==> config.mk <==
export PLATFORM = sky130hd
export DESIGN_NAME = fsqrt_pipe
export DESIGN_NICKNAME = d
export VERILOG_FILES = /design/src/rtl/fsqrt_pipe.sv
export SDC_FILE = /design/constraint.sdc
export NUM_CORES = 1
export LEC_CHECK = 0
export ABC_AREA = 1
export BUFFER_PORTS_ARGS = -buffer_cell sky130_fd_sc_hd__buf_2
export CORE_ASPECT_RATIO = 1.5
export CORE_MARGIN = 2
export CORE_UTILIZATION = 55
export DETAILED_ROUTE_END_ITERATION = 12
export HOLD_SLACK_MARGIN = 0.05
export PLACE_DENSITY = 0.78
export REMOVE_ABC_BUFFERS = 1
export SYNTH_ARGS = -nofsm -noshare
export SYNTH_HDL_FRONTEND = slang
export SYNTH_SLANG_ARGS = --single-unit
export TNS_END_PERCENT = 1
==> constraint.sdc <==
create_clock -name clk -period 51.7 [get_ports clk]
set_input_delay 0 -clock clk [delete_from_list [all_inputs] [get_ports clk]]
set_output_delay 0 -clock clk [all_outputs]
set_load 0.02 [all_outputs]
==> src/rtl/fsqrt_pipe.sv <==
// Pipelined IEEE-754 single-precision square root, correctly rounded, with
// valid/ready backpressure and a tag that travels beside each operation.
module fsqrt_pipe #(
    parameter int NSTAGE = 4,
    parameter int TAG_W  = 6
) (
    input  logic             clk,
    input  logic             rst,
    input  logic             in_valid,
    output logic             in_ready,
    input  logic [31:0]      x,
    input  logic [TAG_W-1:0] in_tag,
    output logic             out_valid,
    input  logic             out_ready,
    output logic [31:0]      y,
    output logic [TAG_W-1:0] out_tag,
    output logic             nv
);

    localparam int BPS = (25 + NSTAGE - 1) / NSTAGE;
    localparam int L   = NSTAGE - 1;

    localparam logic [1:0] SP_NORM = 2'd0;
    localparam logic [1:0] SP_NAN  = 2'd1;
    localparam logic [1:0] SP_ZERO = 2'd2;
    localparam logic [1:0] SP_INF  = 2'd3;

    logic             stall;
    logic [1:0]       in_spec;
    logic [7:0]       in_exp;
    logic [49:0]      in_rad;

    logic             v_r    [NSTAGE];
    logic [24:0]      q_r    [NSTAGE];
    logic [27:0]      rem_r  [NSTAGE];
    logic [49:0]      rad_r  [NSTAGE];
    logic [7:0]       exp_r  [NSTAGE];
    logic [1:0]       spec_r [NSTAGE];
    logic             sign_r [NSTAGE];
    logic [TAG_W-1:0] tag_r  [NSTAGE];

    logic             v_n    [NSTAGE];
    logic [24:0]      q_n    [NSTAGE];
    logic [27:0]      rem_n  [NSTAGE];
    logic [49:0]      rad_n  [NSTAGE];
    logic [7:0]       exp_n  [NSTAGE];
    logic [1:0]       spec_n [NSTAGE];
    logic             sign_n [NSTAGE];
    logic [TAG_W-1:0] tag_n  [NSTAGE];

    assign out_valid = v_r[L];
    assign stall     = out_valid && !out_ready;
    assign in_ready  = !stall;

    // Radicand is the significand scaled by 2^25 so the integer root carries
    // 24 fraction bits: 23 for the result plus one round bit.
    always_comb begin
        in_spec = SP_NORM;
        if (x[30:23] == 8'hFF && x[22:0] != '0)
            in_spec = SP_NAN;
        else if (x[31] && x[30:23] != '0)
            in_spec = SP_NAN;
        else if (x[30:23] == '0)
            in_spec = SP_ZERO;
        else if (x[30:23] == 8'hFF)
            in_spec = SP_INF;
        in_exp = 8'(({1'b0, x[30:23]} + (x[23] ? 9'd127 : 9'd126)) >> 1);
        in_rad = x[23] ? {2'b01, x[22:0], 25'b0} : {1'b1, x[22:0], 26'b0};
    end

    // Restoring recurrence; each stage retires up to BPS root bits, taking
    // radicand bit pairs from the top of a left-shifting register.
    always_comb begin
        logic [24:0] qc;
        logic [27:0] rc;
        logic [49:0] dc;
        logic [27:0] rem_sh;
        logic [27:0] trial;
        int          p;
        qc     = '0;
        rc     = '0;
        dc     = '0;
        rem_sh = '0;
        trial  = '0;
        p      = 0;
        for (int s = 0; s < NSTAGE; s++) begin
            p = (s == 0) ? 0 : s - 1;
            if (s == 0) begin
                v_n[s]    = in_valid;
                qc        = '0;
                rc        = '0;
                dc        = in_rad;
                exp_n[s]  = in_exp;
                spec_n[s] = in_spec;
                sign_n[s] = x[31];
                tag_n[s]  = in_tag;
            end else begin
                v_n[s]    = v_r[p];
                qc        = q_r[p];
                rc        = rem_r[p];
                dc        = rad_r[p];
                exp_n[s]  = exp_r[p];
                spec_n[s] = spec_r[p];
                sign_n[s] = sign_r[p];
                tag_n[s]  = tag_r[p];
            end
            for (int j = 0; j < BPS; j++) begin
                if (s * BPS + j < 25) begin
                    rem_sh = {rc[25:0], dc[49:48]};
                    trial  = {1'b0, qc, 2'b01};
                    if (rem_sh >= trial) begin
                        rc = rem_sh - trial;
                        qc = {qc[23:0], 1'b1};
                    end else begin
                        rc = rem_sh;
                        qc = {qc[23:0], 1'b0};
                    end
                    dc = {dc[47:0], 2'b00};
                end
            end
            q_n[s]   = qc;
            rem_n[s] = rc;
            rad_n[s] = dc;
        end
    end

    always_ff @(posedge clk) begin
        if (rst) begin
            for (int s = 0; s < NSTAGE; s++) begin
                v_r[s]    <= 1'b0;
                q_r[s]    <= '0;
                rem_r[s]  <= '0;
                rad_r[s]  <= '0;
                exp_r[s]  <= '0;
                spec_r[s] <= SP_NORM;
                sign_r[s] <= 1'b0;
                tag_r[s]  <= '0;
            end
        end else if (!stall) begin
            for (int s = 0; s < NSTAGE; s++) begin
                v_r[s]    <= v_n[s];
                q_r[s]    <= q_n[s];
                rem_r[s]  <= rem_n[s];
                rad_r[s]  <= rad_n[s];
                exp_r[s]  <= exp_n[s];
                spec_r[s] <= spec_n[s];
                sign_r[s] <= sign_n[s];
                tag_r[s]  <= tag_n[s];
            end
        end
    end

    // Round on q[0]; the leading root bit is always set, so a carry out of
    // the significand happens exactly when every root bit is one.
    always_comb begin
        logic [22:0] mant;
        logic        carry;
        mant  = q_r[L][23:1] + {22'b0, q_r[L][0]};
        carry = &q_r[L];
        nv    = 1'b0;
        y     = {1'b0, exp_r[L] + {7'b0, carry}, mant};
        case (spec_r[L])
            SP_NAN: begin
                y  = 32'h7FC0_0000;
                nv = 1'b1;
            end
            SP_ZERO: y = {sign_r[L], 31'b0};
            SP_INF:  y = 32'h7F80_0000;
            default: ;
        endcase
    end

    assign out_tag = tag_r[L];

endmodule

==> results of run 1 <==
-- kinds of logic after synthesis --
kind of cell,after synthesis,synth area share [%]
multiplexers,5,0.1433
XOR/XNOR,278,6.971
AO/OA/AOI/OAI,892,13.95
AND/OR/NAND/NOR,2973,37.16
flip-flops,226,19.43
adder cells (fa/ha/maj),331,11.92
other,2,0.02150
buffers and inverters,918,10.39
-- placed cells by master (no fill, tap or decap), types with 27 or more instances in the layout --
cell type,instances
dlygate4sd3_1,37
xnor2_1,131
or2_2,32
o21bai_1,28
xor2_1,147
nand3_1,390
buf_2,82
a21oi_1,354
nand4_1,102
nand2_1,1454
nor2_1,693
o21ai_0,370
edfxtp_1,226
nor3_1,82
inv_1,787
ha_1,328
nor2_2,29
nand2_2,61
nand3b_1,27
-- cell usage after synthesis, drive strengths merged (8+ instances only) --
cell type,count
nand2,1528
inv,813
nor2,740
nand3,419
o21ai,386
a21oi,357
ha,328
edfxtp,226
xor2,147
xnor2,131
nand4,102
nor3,86
clkbuf,59
buf,42
or2,32
o21bai,28
nand3b,27
o21a,23
nor4,22
a21o,20
a31oi,19
o211ai,13
o31ai,12
a211oi,8
-- layout make-up --
cell class	count	share of cell area [%]
repair buffers	138	2.522
inverters	816	8.262
clock buffers	24	1.561
well taps	805	2.715
multi-input cells	4487	66.21
flip-flops and latches	226	18.29
clock inverters	18	0.4418
-- metal layers --
metal	global-route usage (%)	routed length [µm]	vias up
li1	-	-	18590
met1	32.45	38870	16670
met2	60.79	54410	1014
met3	2.515	4136	375
met4	19.63	7115	0
met5	0	0	-
-- critical path, delay by kind of cell (launching register included) --
| kind | cells | cell delay [ns] |
|---|---|---|
| AND/OR/NAND/NOR | 56 | 7.12 |
| AO/OA/AOI/OAI | 52 | 8.93 |
| buffers and inverters | 25 | 5.32 |
| flip-flops | 1 | 0.38 |
| adder cells (fa/ha/maj) | 11 | 3.17 |
-- worst max-delay path by stage --
stage,startpoint,end,slack (ns),depth (start not counted)
after floorplan,q_r[1][0],rem_r[0][59],30.26,142
after global placement,q_r[1][0],rem_r[0][59],27.15,144
after detailed placement,q_r[1][0],rem_r[0][59],26.76,144
after CTS,q_r[1][0],rem_r[0][58],26.66,144
after global routing,q_r[1][0],rem_r[0][58],23.35,144
final,q_r[1][0],rem_r[0][58],26.48,144
-- sequential cells by signal, summed over array words and instances, names as in the netlist --
name and flops:
sign_r 4, tag_r 24, rem_r 76, v_r 4, exp_r 32, rad_r 11, q_r 67, spec_r 8
-- through the flow --
step | instance area [µm²] | cells | worst slack, ns
2_1_floorplan | 34380 | 5529 | 30.26
3_3_place_gp | 35990 | 6435 | 27.15
3_5_place_dp | 35990 | 6435 | 26.76
4_1_cts | 37100 | 6514 | 26.66
5_1_grt | 37100 | 6514 | 23.35
6_report | 37100 | 6514 | 26.48
-- what timing repair did --
item,CTS,global route
hold buffers,37,0
resized for setup,0,0
setup endpoints to repair,0,0
hold endpoints to repair,29,0
==> summary.md, run 1 <==
| Metric | Value |
|---|---|
| PortBufs | `82` |
| Core area | `between 60,000 and 70,000 µm²` |
| Register Area | `6787 µm²` |
| Final Cycle Share | `48.79%` |
| Synth top area share | `approximately 20%` |
| Die ar. | `around 66,000 µm²` |
| Hold path cells | `4` |
| Status | `finished, final reports clean` |
| Layout cells sized above 1 | `6.253%` |
| Hold WS | `0.1101 ns` |
| Endpoint type of the worst setup path | `flip-flop` |
| Count of flip-flops with a built-in enable after synthesis | `226` |
| Cells on worst reg2reg path | `~140` |
| Syn Inst Count | `approximately 5,600` |
| Crit path max fanout | `39` |
| Fmax | `0.03964 GHz` |
| Final-report setup violation count | `0` |
| Critical path's most frequent cell | `nand2_1` |
| CTS tree | `yes` |
| Pin count of the biggest net entering global routing | `182` |
| Synth warn | `0` |
| First-pass DRT Iterations | `6` |
| CTS Root Cell | `clkbuf_16` |
| CP max stage cell | `inv_1` |
| Worst hold path startpoint | `x[23]` |
| Core Util, Final | `58.84%` |
| Worst skew pair latency | `0.56 ns` |
| Vias per cell | `around 5.6` |
| Final GP Congestion | `1.004` |
| CTS Buffer Depth | `3` |
| Post-DP HPWL | `84,830 µm` |
| Routed WL per cell | `16.05 µm` |
| Setup_tns | `0 ns` |
| WHS Endpoint | `rad_r[0][31]` |
| Number of global-route vias before repair | `around 35,000` |
| RSZ-0062 raised after global routing | `false` |
| Setup crit start kind | `flip-flop` |
| CP arrival | `25.53 ns` |
| Top post-synthesis cells by area | `edfxtp_1, nand2_1, ha_1` |
| IO Count | `a little over 80` |
| Initial Util | `between 50 and 60%` |
| Worst Hold Class | `input pin to flip-flop` |
| CP Data Required Time | `approximately 52 ns` |
| First-pass GRT wire length | `~170,000 µm` |
| Reg2reg start | `q_r[1][0]` |
| Reg2Reg Setup Slack | `~26 ns` |
| Post CTS Setup Buffer Count | `0` |
| Area occupied by multi-input gates | `roughly 25,000 µm²` |
| Library cells used by synthesis | `67` |
| DRT iter0 DRCs | `2,163` |
| Critical path class | `flip-flop to flip-flop` |
| Mapped cell area | `34,930 µm²` |
| Via count | `approximately 37,000` |
| # rows | `113` |
| Total CTS buffers | `23` |
| Initial antenna violation count | `1` |
| Fill count | `6,313` |
| Die Wd | `roughly 210 µm` |
| Tot GR Track Use | `31.44%` |
| Syn avg cell area | `6.209 µm²` |
| Yosys top cell by area | `edfxtp_1` |
| H-tree Lvls | `1` |
| Residual DRC count | `0` |
| Synth-to-Final Area Change | `6.233%` |
| Relative slew slack | `30.38%` |
| DRT Wirelength | `104,500 µm` |
| ANT cells | `0` |
| Die Ht | `312.6 µm` |
| Min Tclk post-route | `25.22 ns` |
| Seq cells post-synth | `226` |
| Grt ovf | `0` |
| Clock slew at reported path FFs | `0.07 ns` |
| Max-cap violation count | `0` |
| Async set-or-reset flop fraction in the synthesized netlist | `0%` |
| Worst flop-to-flop path endpoint | `rem_r[0][58]` |
| Final net count | `6,065` |
| Worst Skew | `about 0.023 ns` |
| Sequential fraction of the synthesis area | `19.43%` |
| Clk sink count | `226` |
| Top_reg_cell synth | `edfxtp_1` |
| Crit path largest cell delay | `0.70 ns` |
| Fin. max-slew vios | `0` |
| Worst slew pin tran | `1.044 ns` |
| Final hold vios | `0` |
| Antenna violation net count after detailed routing | `0` |
Power of run 1 is not shown: default switching activity piles up to over one toggle a cycle in this logic, so the estimate is an artifact.
==> inputs of run 2 (changes only) <==
==> constraint.sdc (replaced) <==
create_clock -name clk -period 23.4 [get_ports clk]
set_input_delay 0 -clock clk [delete_from_list [all_inputs] [get_ports clk]]
set_output_delay 0 -clock clk [all_outputs]
set_load 0.02 [all_outputs]
==> run 2 against run 1 <==
Compared with the run above: register-to-register slack lost 24 ns; core utilization increased by 0.32 points; clock skew grew 0.0063 ns; global-route usage rose by 1.6 points; fmax is 21% higher; cell area grew 0.55%; sequential share of layout area fell by 0.10 points; critical path depth decreased by 4; die area is the same; highest routed layer unchanged.
==> summary.md, run 2 (synthesis gave the netlist of run 1 again) <==
| Metric | Value |
|---|---|
| H-tree Lvls | `1` |
| Register Area | `6787 µm²` |
| CP arrival | `21.23 ns` |
| Post CTS Setup Buffer Count | `0` |
| ANT cells | `0` |
| Initial antenna violation count | `0` |
| Residual DRC count | `0` |
| Largest Register | `rem_r` |
| Fill count | `6,309` |
| Crit path largest cell delay | `0.42 ns` |
| Critical path's most frequent cell | `nand2_1` |
| Fin. max-slew vios | `0` |
| Relative slew slack | `a little under a third` |
| Commonest non-fill, non-tap cells in the layout | `nand2_1, inv_1, nor2_1` |
| Largest regs | `rem_r: 76 flops, q_r: 67 flops, exp_r: 32 flops` |
| Final-report setup violation count | `0` |
| DRT iter0 DRCs | `2,396` |
| Endpoint type of the worst setup path | `flip-flop` |
| Initial Util | `55.39%` |
| DP Area | `36,030 µm²` |
| Antenna violation net count after detailed routing | `0` |
| CP max stage cell | `edfxtp_1` |
| Worst Hold Class | `input pin to flip-flop` |
| Fmax | `approximately 0.048 GHz` |
| Pin count of the biggest net entering global routing | `~180` |
| Total CTS buffers | `25` |
| # rows | `113` |
| DRT Wirelength | `110,500 µm` |
| Die ar. | `65,580 µm²` |
| Cell Count Post-Placement | `6,440` |
| Area occupied by multi-input gates | `roughly 25,000 µm²` |
| Final non-filler cell total | `6,533` |
| Vias per cell | `5.666` |
| CTS tree | `yes` |
| Worst skew pair latency | `0.59 ns` |
| Max-cap violation count | `0` |
| CTS Root Cell | `clkbuf_16` |
| Clock slew at reported path FFs | `0.06 ns` |
| Layout cells sized above 1 | `6.529%` |
| Worst slew pin tran | `between 1 and 1.5 ns` |
| Critical path class | `flip-flop to flip-flop` |
| RSZ-0062 raised after global routing | `false` |
| Core area | `roughly 63,000 µm²` |
| Number of global-route vias before repair | `35,680` |
| Final GP Congestion | `1.029` |
| Die Ht | `312.6 µm` |
| Final net count | `6,082` |
| CP Data Required Time | `23.72 ns` |
| Clk sink count | `226` |
| CTS Buffer Depth | `3` |
| Largest register FFs | `76` |
| Synth-to-Final Area Change | `6.817%` |
| Via count | `37,010` |
| Setup crit start kind | `flip-flop` |
| Setup_tns | `0 ns` |
| Grt ovf | `0` |
| Final Cycle Share | `89.33%` |
| Status | `finished, final reports clean` |
| Final hold vios | `0` |
| Final Cell Area | `37,310 µm²` |
| Crit path max fanout | `26` |
| Post-DP HPWL | `a little under 90,000 µm` |
| Min Tclk post-route | `20.90 ns` |
| IO Count | `83` |
| Most common library cell in the layout ignoring fill and taps | `nand2_1` |
| First-pass GRT wire length | `174,800 µm` |
| Routed WL per cell | `16.91 µm` |
| Die Wd | `209.8 µm` |
| PortBufs | `82` |
| Tot GR Track Use | `between 30% and 40%` |
| Worst Skew | `~0.03 ns` |
| First-pass DRT Iterations | `6` |
[run 2: through the flow]
stage	util, %	hold slack [ns]	setup WS, ns
after global routing	59.16	0.1380	0.03145
after detailed placement	57.13	0.2996	1.017
after floorplan	-	0.1874	1.964
after CTS	59.08	0.05547	0.9360
after global placement	57.13	0.2948	1.392
final	59.16	0.07902	2.496
[run 2: timing repair]
item                                    4_1_cts  5_1_grt
hold buffers                                 46        0
endpoints found under the setup margin        0       26
resized for setup                             0       15
hold endpoints to repair                     44        0
[run 2: per-layer routing]
metal	vias to the layer above	part of all wire (%)	track usage, %
li1	18620	-	-
met1	16790	37	33.78
met2	1153	51	62.38
met3	449	4.2	2.485
met4	0	8.5	24.76
met5	-	0	0
[run 2: path summary, 6_finish.rpt]
path / from / end / slack (ns) / cells past startpoint
worst max-delay path: q_r[1][0] / rem_r[0][58] / 2.50 / 140
worst max register to register: q_r[1][0] / rem_r[0][58] / 2.50 / 140
worst min-delay path: out_ready / tag_r[2][0] / 0.08 / 5
worst min register to register: exp_r[0][7] / exp_r[1][7] / 0.54 / 2
[run 2: area by class of cell]
type / count / share of cell area (%)
clock buffers: 30 / 1.727
clock inverters: 16 / 0.3320
inverters: 816 / 8.254
multi-input cells: 4488 / 65.95
flip-flops and latches: 226 / 18.19
well taps: 805 / 2.700
repair buffers: 152 / 2.851
[run 2: critical path: cells and delay by family (launching register included)]
family / cells / cell delay, ns
AND/OR/NAND/NOR: 56 / 6.43
buffers and inverters: 23 / 2.55
adder cells (fa/ha/maj): 8 / 2.41
AO/OA/AOI/OAI: 53 / 8.83
flip-flops: 1 / 0.42
Power of run 2 is left out for the same reason.
